$ cat config.mk
export PLATFORM = sky130hd
export DESIGN_NAME = mc_controller_flat
export DESIGN_NICKNAME = d
export VERILOG_FILES = /design/src/rtl/mc_controller_pkg.sv /design/src/rtl/mc_controller_if.sv /design/src/rtl/mc_controller_alu_decoder.sv /design/src/rtl/mc_controller.sv /design/src/flat_wrapper.sv
export SDC_FILE = /design/constraint.sdc
export NUM_CORES = 1
export LEC_CHECK = 0
export CORE_MARGIN = 5
export CORE_UTILIZATION = 44
export CTS_CLUSTER_DIAMETER = 40
export DETAILED_ROUTE_END_ITERATION = 8
export PLACE_DENSITY = 0.83
export SLEW_MARGIN = 20
export SYNTH_ARGS = -nofsm -noshare
export SYNTH_HDL_FRONTEND = slang
export SYNTH_HIERARCHICAL = 1
export SYNTH_SLANG_ARGS = --single-unit
$ cat constraint.sdc
create_clock -name clk -period 4.3 [get_ports clk]
set_input_delay 0.43 -clock clk [delete_from_list [all_inputs] [get_ports clk]]
set_output_delay 0.43 -clock clk [all_outputs]
set_load 0.03 [all_outputs]
$ cat src/rtl/mc_controller_pkg.sv
// mc_controller_pkg: state enum, opcode constants and datapath select encodings
// shared by the multicycle controller and its ALU decoder.
package mc_controller_pkg;

    typedef enum logic [3:0] {
        S_FETCH,
        S_DECODE,
        S_MEMADR,
        S_MEMREAD,
        S_MEMWB,
        S_MEMWRITE,
        S_EXECUTER,
        S_EXECUTEI,
        S_ALUWB,
        S_BEQ,
        S_JAL
    } state_e;

    localparam logic [6:0] OP_LW  = 7'b0000011;
    localparam logic [6:0] OP_SW  = 7'b0100011;
    localparam logic [6:0] OP_R   = 7'b0110011;
    localparam logic [6:0] OP_I   = 7'b0010011;
    localparam logic [6:0] OP_BEQ = 7'b1100011;
    localparam logic [6:0] OP_JAL = 7'b1101111;

    localparam logic [1:0] RES_ALUOUT = 2'b00;
    localparam logic [1:0] RES_RDATA  = 2'b01;
    localparam logic [1:0] RES_ALU    = 2'b10;

    localparam logic [1:0] SRCA_PC    = 2'b00;
    localparam logic [1:0] SRCA_OLDPC = 2'b01;
    localparam logic [1:0] SRCA_REG   = 2'b10;

    localparam logic [1:0] SRCB_REG  = 2'b00;
    localparam logic [1:0] SRCB_IMM  = 2'b01;
    localparam logic [1:0] SRCB_FOUR = 2'b10;

    localparam logic [2:0] ALU_ADD = 3'b000;
    localparam logic [2:0] ALU_SUB = 3'b001;
    localparam logic [2:0] ALU_AND = 3'b010;
    localparam logic [2:0] ALU_OR  = 3'b011;
    localparam logic [2:0] ALU_SLT = 3'b101;

    localparam logic [1:0] ALUOP_ADD   = 2'b00;
    localparam logic [1:0] ALUOP_SUB   = 2'b01;
    localparam logic [1:0] ALUOP_FUNCT = 2'b10;

    function automatic logic op_legal(input logic [6:0] op);
        return op == OP_LW || op == OP_SW || op == OP_R || op == OP_I ||
               op == OP_BEQ || op == OP_JAL;
    endfunction

endpackage

$ cat src/rtl/mc_controller_if.sv
// mc_controller_if: instruction/status inputs and control outputs between the
// datapath (master) and the controller (slave).
interface mc_controller_if;
    logic [6:0] op;
    logic [2:0] funct3;
    logic       funct7b5;
    logic       zero;
    logic       mem_ready;
    logic       PCWrite;
    logic       AdrSrc;
    logic       MemWrite;
    logic       IRWrite;
    logic       RegWrite;
    logic [1:0] ResultSrc;
    logic [1:0] ALUSrcA;
    logic [1:0] ALUSrcB;
    logic [2:0] ALUControl;
    logic       illegal_op;

    modport master (
        output op, funct3, funct7b5, zero, mem_ready,
        input  PCWrite, AdrSrc, MemWrite, IRWrite, RegWrite, ResultSrc,
               ALUSrcA, ALUSrcB, ALUControl, illegal_op
    );

    modport slave (
        input  op, funct3, funct7b5, zero, mem_ready,
        output PCWrite, AdrSrc, MemWrite, IRWrite, RegWrite, ResultSrc,
               ALUSrcA, ALUSrcB, ALUControl, illegal_op
    );
endinterface

$ cat src/rtl/mc_controller_alu_decoder.sv
// alu_decoder: maps ALUOp plus funct fields to the ALU operation code.
module alu_decoder
    import mc_controller_pkg::*;
(
    input  logic [1:0] ALUOp_i,
    input  logic [2:0] funct3_i,
    input  logic       funct7b5_i,
    input  logic       op5_i,
    output logic [2:0] ALUControl_o
);
    logic [2:0] funct_ctl;

    always_comb begin
        funct_ctl = ALU_ADD;
        case (funct3_i)
            3'b000:  funct_ctl = (op5_i & funct7b5_i) ? ALU_SUB : ALU_ADD;
            3'b010:  funct_ctl = ALU_SLT;
            3'b110:  funct_ctl = ALU_OR;
            3'b111:  funct_ctl = ALU_AND;
            default: funct_ctl = ALU_ADD;
        endcase
        ALUControl_o = ALUOp_i == ALUOP_FUNCT ? funct_ctl :
                       ALUOp_i == ALUOP_SUB   ? ALU_SUB   : ALU_ADD;
    end
endmodule

$ cat src/rtl/mc_controller.sv
// mc_controller: Moore multicycle RISC-V control FSM; only PCWrite, IRWrite and
// ALUControl look at inputs, plus the illegal-opcode pulse in DECODE.
module mc_controller
    import mc_controller_pkg::*;
(
    input  logic            clk,
    input  logic            rst,
    mc_controller_if.slave  bus
);
    state_e     state_q, state_d;
    logic [1:0] alu_op;
    logic [2:0] alu_ctl;

    always_ff @(posedge clk) begin
        state_q <= rst ? S_FETCH : state_d;
    end

    always_comb begin
        state_d        = state_q;
        alu_op         = ALUOP_ADD;
        bus.PCWrite    = 1'b0;
        bus.AdrSrc     = 1'b0;
        bus.MemWrite   = 1'b0;
        bus.IRWrite    = 1'b0;
        bus.RegWrite   = 1'b0;
        bus.ResultSrc  = RES_ALUOUT;
        bus.ALUSrcA    = SRCA_PC;
        bus.ALUSrcB    = SRCB_REG;
        bus.illegal_op = 1'b0;
        case (state_q)
            S_FETCH: begin
                bus.ResultSrc = RES_ALU;
                bus.ALUSrcB   = SRCB_FOUR;
                bus.IRWrite   = bus.mem_ready;
                bus.PCWrite   = bus.mem_ready;
                state_d       = bus.mem_ready ? S_DECODE : S_FETCH;
            end
            S_DECODE: begin
                bus.ALUSrcA    = SRCA_OLDPC;
                bus.ALUSrcB    = SRCB_IMM;
                bus.illegal_op = !op_legal(bus.op);
                state_d = (bus.op == OP_LW || bus.op == OP_SW) ? S_MEMADR   :
                          bus.op == OP_R                       ? S_EXECUTER :
                          bus.op == OP_I                       ? S_EXECUTEI :
                          bus.op == OP_BEQ                     ? S_BEQ      :
                          bus.op == OP_JAL                     ? S_JAL      : S_FETCH;
            end
            S_MEMADR: begin
                bus.ALUSrcA = SRCA_REG;
                bus.ALUSrcB = SRCB_IMM;
                state_d     = bus.op == OP_LW ? S_MEMREAD : S_MEMWRITE;
            end
            S_MEMREAD: begin
                bus.AdrSrc = 1'b1;
                state_d    = bus.mem_ready ? S_MEMWB : S_MEMREAD;
            end
            S_MEMWB: begin
                bus.ResultSrc = RES_RDATA;
                bus.RegWrite  = 1'b1;
                state_d       = S_FETCH;
            end
            S_MEMWRITE: begin
                bus.AdrSrc   = 1'b1;
                bus.MemWrite = 1'b1;
                state_d      = bus.mem_ready ? S_FETCH : S_MEMWRITE;
            end
            S_EXECUTER: begin
                bus.ALUSrcA = SRCA_REG;
                alu_op      = ALUOP_FUNCT;
                state_d     = S_ALUWB;
            end
            S_EXECUTEI: begin
                bus.ALUSrcA = SRCA_REG;
                bus.ALUSrcB = SRCB_IMM;
                alu_op      = ALUOP_FUNCT;
                state_d     = S_ALUWB;
            end
            S_ALUWB: begin
                bus.RegWrite = 1'b1;
                state_d      = S_FETCH;
            end
            S_BEQ: begin
                bus.ALUSrcA = SRCA_REG;
                alu_op      = ALUOP_SUB;
                bus.PCWrite = bus.zero;
                state_d     = S_FETCH;
            end
            S_JAL: begin
                bus.ALUSrcA = SRCA_OLDPC;
                bus.ALUSrcB = SRCB_FOUR;
                bus.PCWrite = 1'b1;
                state_d     = S_ALUWB;
            end
            default: state_d = S_FETCH;
        endcase
        // Reset overrides the decode of whatever state we were caught in.
        if (rst) begin
            alu_op         = ALUOP_ADD;
            bus.PCWrite    = 1'b0;
            bus.AdrSrc     = 1'b0;
            bus.MemWrite   = 1'b0;
            bus.IRWrite    = 1'b0;
            bus.RegWrite   = 1'b0;
            bus.illegal_op = 1'b0;
            bus.ResultSrc  = RES_ALU;
            bus.ALUSrcA    = SRCA_PC;
            bus.ALUSrcB    = SRCB_FOUR;
        end
    end

    alu_decoder u_alu_decoder (
        .ALUOp_i     (alu_op),
        .funct3_i    (bus.funct3),
        .funct7b5_i  (bus.funct7b5),
        .op5_i       (bus.op[5]),
        .ALUControl_o(alu_ctl)
    );

    assign bus.ALUControl = alu_ctl;
endmodule

$ cat src/flat_wrapper.sv
// flat-port wrapper written by rule: the top's interface ports become plain ports
module mc_controller_flat import mc_controller_pkg::*;
  (clk, rst, bus_op, bus_funct3, bus_funct7b5, bus_zero, bus_mem_ready, bus_PCWrite, bus_AdrSrc, bus_MemWrite, bus_IRWrite, bus_RegWrite, bus_ResultSrc, bus_ALUSrcA, bus_ALUSrcB, bus_ALUControl, bus_illegal_op);
  mc_controller_if bus_i ();
  input  logic clk;
  input  logic rst;
  input wire logic [$bits(bus_i.op)-1:0] bus_op;
  input wire logic [$bits(bus_i.funct3)-1:0] bus_funct3;
  input wire logic [$bits(bus_i.funct7b5)-1:0] bus_funct7b5;
  input wire logic [$bits(bus_i.zero)-1:0] bus_zero;
  input wire logic [$bits(bus_i.mem_ready)-1:0] bus_mem_ready;
  output wire logic [$bits(bus_i.PCWrite)-1:0] bus_PCWrite;
  output wire logic [$bits(bus_i.AdrSrc)-1:0] bus_AdrSrc;
  output wire logic [$bits(bus_i.MemWrite)-1:0] bus_MemWrite;
  output wire logic [$bits(bus_i.IRWrite)-1:0] bus_IRWrite;
  output wire logic [$bits(bus_i.RegWrite)-1:0] bus_RegWrite;
  output wire logic [$bits(bus_i.ResultSrc)-1:0] bus_ResultSrc;
  output wire logic [$bits(bus_i.ALUSrcA)-1:0] bus_ALUSrcA;
  output wire logic [$bits(bus_i.ALUSrcB)-1:0] bus_ALUSrcB;
  output wire logic [$bits(bus_i.ALUControl)-1:0] bus_ALUControl;
  output wire logic [$bits(bus_i.illegal_op)-1:0] bus_illegal_op;
  assign bus_i.op = bus_op;
  assign bus_i.funct3 = bus_funct3;
  assign bus_i.funct7b5 = bus_funct7b5;
  assign bus_i.zero = bus_zero;
  assign bus_i.mem_ready = bus_mem_ready;
  assign bus_PCWrite = bus_i.PCWrite;
  assign bus_AdrSrc = bus_i.AdrSrc;
  assign bus_MemWrite = bus_i.MemWrite;
  assign bus_IRWrite = bus_i.IRWrite;
  assign bus_RegWrite = bus_i.RegWrite;
  assign bus_ResultSrc = bus_i.ResultSrc;
  assign bus_ALUSrcA = bus_i.ALUSrcA;
  assign bus_ALUSrcB = bus_i.ALUSrcB;
  assign bus_ALUControl = bus_i.ALUControl;
  assign bus_illegal_op = bus_i.illegal_op;
  mc_controller u_core (.clk(clk), .rst(rst), .bus(bus_i));
endmodule
==> metrics <==
run status completed; CP Capture Type primary output; relative slew slack about half; register area share after synthesis between 10% and 20%; Synth Warn # 6; routed wire length roughly 1700 microns; Clk network pwr share between 30 and 40%; drt wl/cell ~12 microns; # setup viols final 0; WP data required slightly below 4 ns; r2r endpoint u_core/state_q[2]; global router's overall resource usage 14.38%; Syn Nets ~110; Crit Path Category in -> out; most frequent cells after synthesis 12 x nor2_1, 9 x nor3_1, 7 x a21oi_1; Int Power approximately 0.095 mW; Synth top area share 11.72%; ratio of cells with drive above 1 in the final layout under 10%; hold depth 2; FMAX 330.0 MHz; worst r2r path cells 4; Ant. Diodes 0; GPL Wtd Cong ~0.79; clock skew about 0.0046 ns; CP Max Fanout 11; synthesized flop and latch total 4; worst-skew pair later-pin latency around 0.23 ns; Final period util a little over two thirds; register clock-pin slew on the reported worst setup and hold paths approximately 0.04 ns; Worst Hold Class reg -> reg; die area approximately 2400 sq um; FP Rows 14; Post-Route M1 WL 774 microns; switching fraction of total power between 30% and 40%; ys flop type dfxtp_1; post-CTS setup buffers 0; Top Ports 30; VDD IR max between 90 and 100 uV; hold_buf cts 0; Cell Area, Placed 930.9 sq um; worst slew pin tran about 0.77 ns; via count 800; max layer used met3; reg2reg start u_core/state_q[2]; Lkg Pwr around 0.32 nW; CTS H-tree depth 1; DRC errors left 0; WHS Endpoint u_core/state_q[2]; Die Width 49.41 microns; EDFF count, synth 0; first-pass GRT wire length 2884 microns; NumNets Final 140; post-route ant nets 0; Synth cell types 42; CORE AREA ~1500 sq um; sequential fraction of design power about 30%; Initial Utilization 45.88%; Root Buffer clkbuf_4; Hold Fails Final Rpt 0; Net Switching ~0.042 mW; iteration count of the initial detailed-routing pass 4; Worst Hold Launch u_core/state_q[1]; fillers between 100 and 150; Reg with most FFs u_core/state_q; overall die height just under 50 microns; register-to-register setup slack about 2.7 ns; total grt overflow 0; largest area contributor in the netlist dfxtp_1; syn_area_per_cell ~6.9 sq um; Resized cells post-CTS 0; CTS Buf Count 3; critical path data arrival time between 2 and 3 ns; fin area ~950 sq um; Async SR Flop Fraction 0%; RSZ-0062 raised after global routing no; worst-case clock buffer depth 2; Slew Viols, Final 0; Logic pwr share a little under two fifths; largest net degree at the start of global routing 23; Layout area overhead 39.56%; Syn Inst Count 99; crit path time final a little over 3 ns; antenna violations before repair 0; starting DRC count in detailed routing 11; pwr dens approximately 140 nW/um^2; top cells by area, synth dfxtp_1 12%, nor3_1 6.6%, nor2_1 6.6%, nand2b_1 5.5%, a21oi_1 5.1%; Regs by FF count u_core/state_q (4); CTS tree built; sum of negative setup slack 0 ns; Setup WS pre-CTS ~1.3 ns; vias per cell 5.755; Post-DP HPWL around 1400 microns; met3 WL between 100 and 150 microns; max-cap viol count 0; max reg flops 4; vias in the first global route ~710; Clock Sinks 4; count leader, synth nor2_1; mapped cell area about 680 sq um; post-layout util between 60% and 70%; PnR worst setup slack around 1.3 ns; crit path launch type input port; input/output buffers 29; met2 wire len 846 microns
==> metal layers <==
layer	up-vias	GRT usage, %
li1	412	-
met1	365	16.94
met2	23	24.46
met3	0	2.446
met4	0	7.424
met5	-	0
==> final cells by class <==
cell class,count,area [sq um],share of cell area (%)
multi-input combinational,80,514.2,53.94
timing repair buffer,29,290.3,30.45
sequential,4,80.08,8.399
inverter,7,26.28,2.756
clock buffer,3,22.52,2.362
tap,16,20.02,2.100
==> kinds of logic after synthesis <==
logic type                after synthesis  share of synthesized area, %
buffers and inverters                  15                         13.00
DFF                                     4                         11.72
and+or+nand+nor                        50                         45.24
AOI/OAI and AO/OA                      25                         22.90
xor gates and xnor gates                3                         3.847
muxes                                   2                         3.296
==> power by group through the flow <==
| stage | sequential [mW] | combinational (mW) | clock [mW] |
|---|---|---|---|
| detailed placement | 0.0409 | 0.0503 | 0 |
| global placement | 0.0409 | 0.0499 | 0 |
| floorplan | 0.0388 | 0.0303 | 0 |
| CTS | 0.0403 | 0.0505 | 0.0484 |
| global route | 0.0405 | 0.0546 | 0.0522 |
| finish | 0.0403 | 0.0504 | 0.0460 |
==> cells in the final DEF (no fill, tap or decap), types with 2 or more instances in the layout <==
cell,instances
xnor2_1,2
nor4_1,3
nor3_1,9
a21oi_1,7
o21ai_1,2
nor2_1,12
clkdlybuf4s50_1,29
nand4b_1,2
nand3b_1,2
a31oi_1,4
clkbuf_4,3
o21ai_0,3
nand2_1,4
inv_1,6
mux2_2,2
nand2b_1,6
dfxtp_1,4
==> critical path, cell delays in order <==
cell and delay [ns]:
clkdlybuf4s50_1 0.59, nor4b_1 0.64, inv_1 0.08, o22ai_1 0.16, clkdlybuf4s50_1 0.69
==> worst max path at each step <==
stage / startpoint / endpoint
6_report: rst / bus_ALUControl[0]
3_5_place_dp: rst / bus_ALUControl[0]
2_1_floorplan: u_core/state_q[3] / bus_ALUControl[0]
3_3_place_gp: rst / bus_ALUControl[0]
5_1_grt: rst / bus_ALUControl[2]
4_1_cts: rst / bus_ALUControl[0]
==> metrics by stage <==
stage | total power [mW] | hold WS [ns] | std cells
3_3_place_gp | 0.09077 | 0.7370 | 136
4_1_cts | 0.1393 | 0.7827 | 139
3_5_place_dp | 0.09117 | 0.7727 | 136
5_1_grt | 0.1473 | 0.8079 | 139
2_1_floorplan | 0.06914 | 0.5476 | 99
6_report | 0.1367 | 0.7745 | 139
Note: power is estimated with default switching activity, not from simulation.
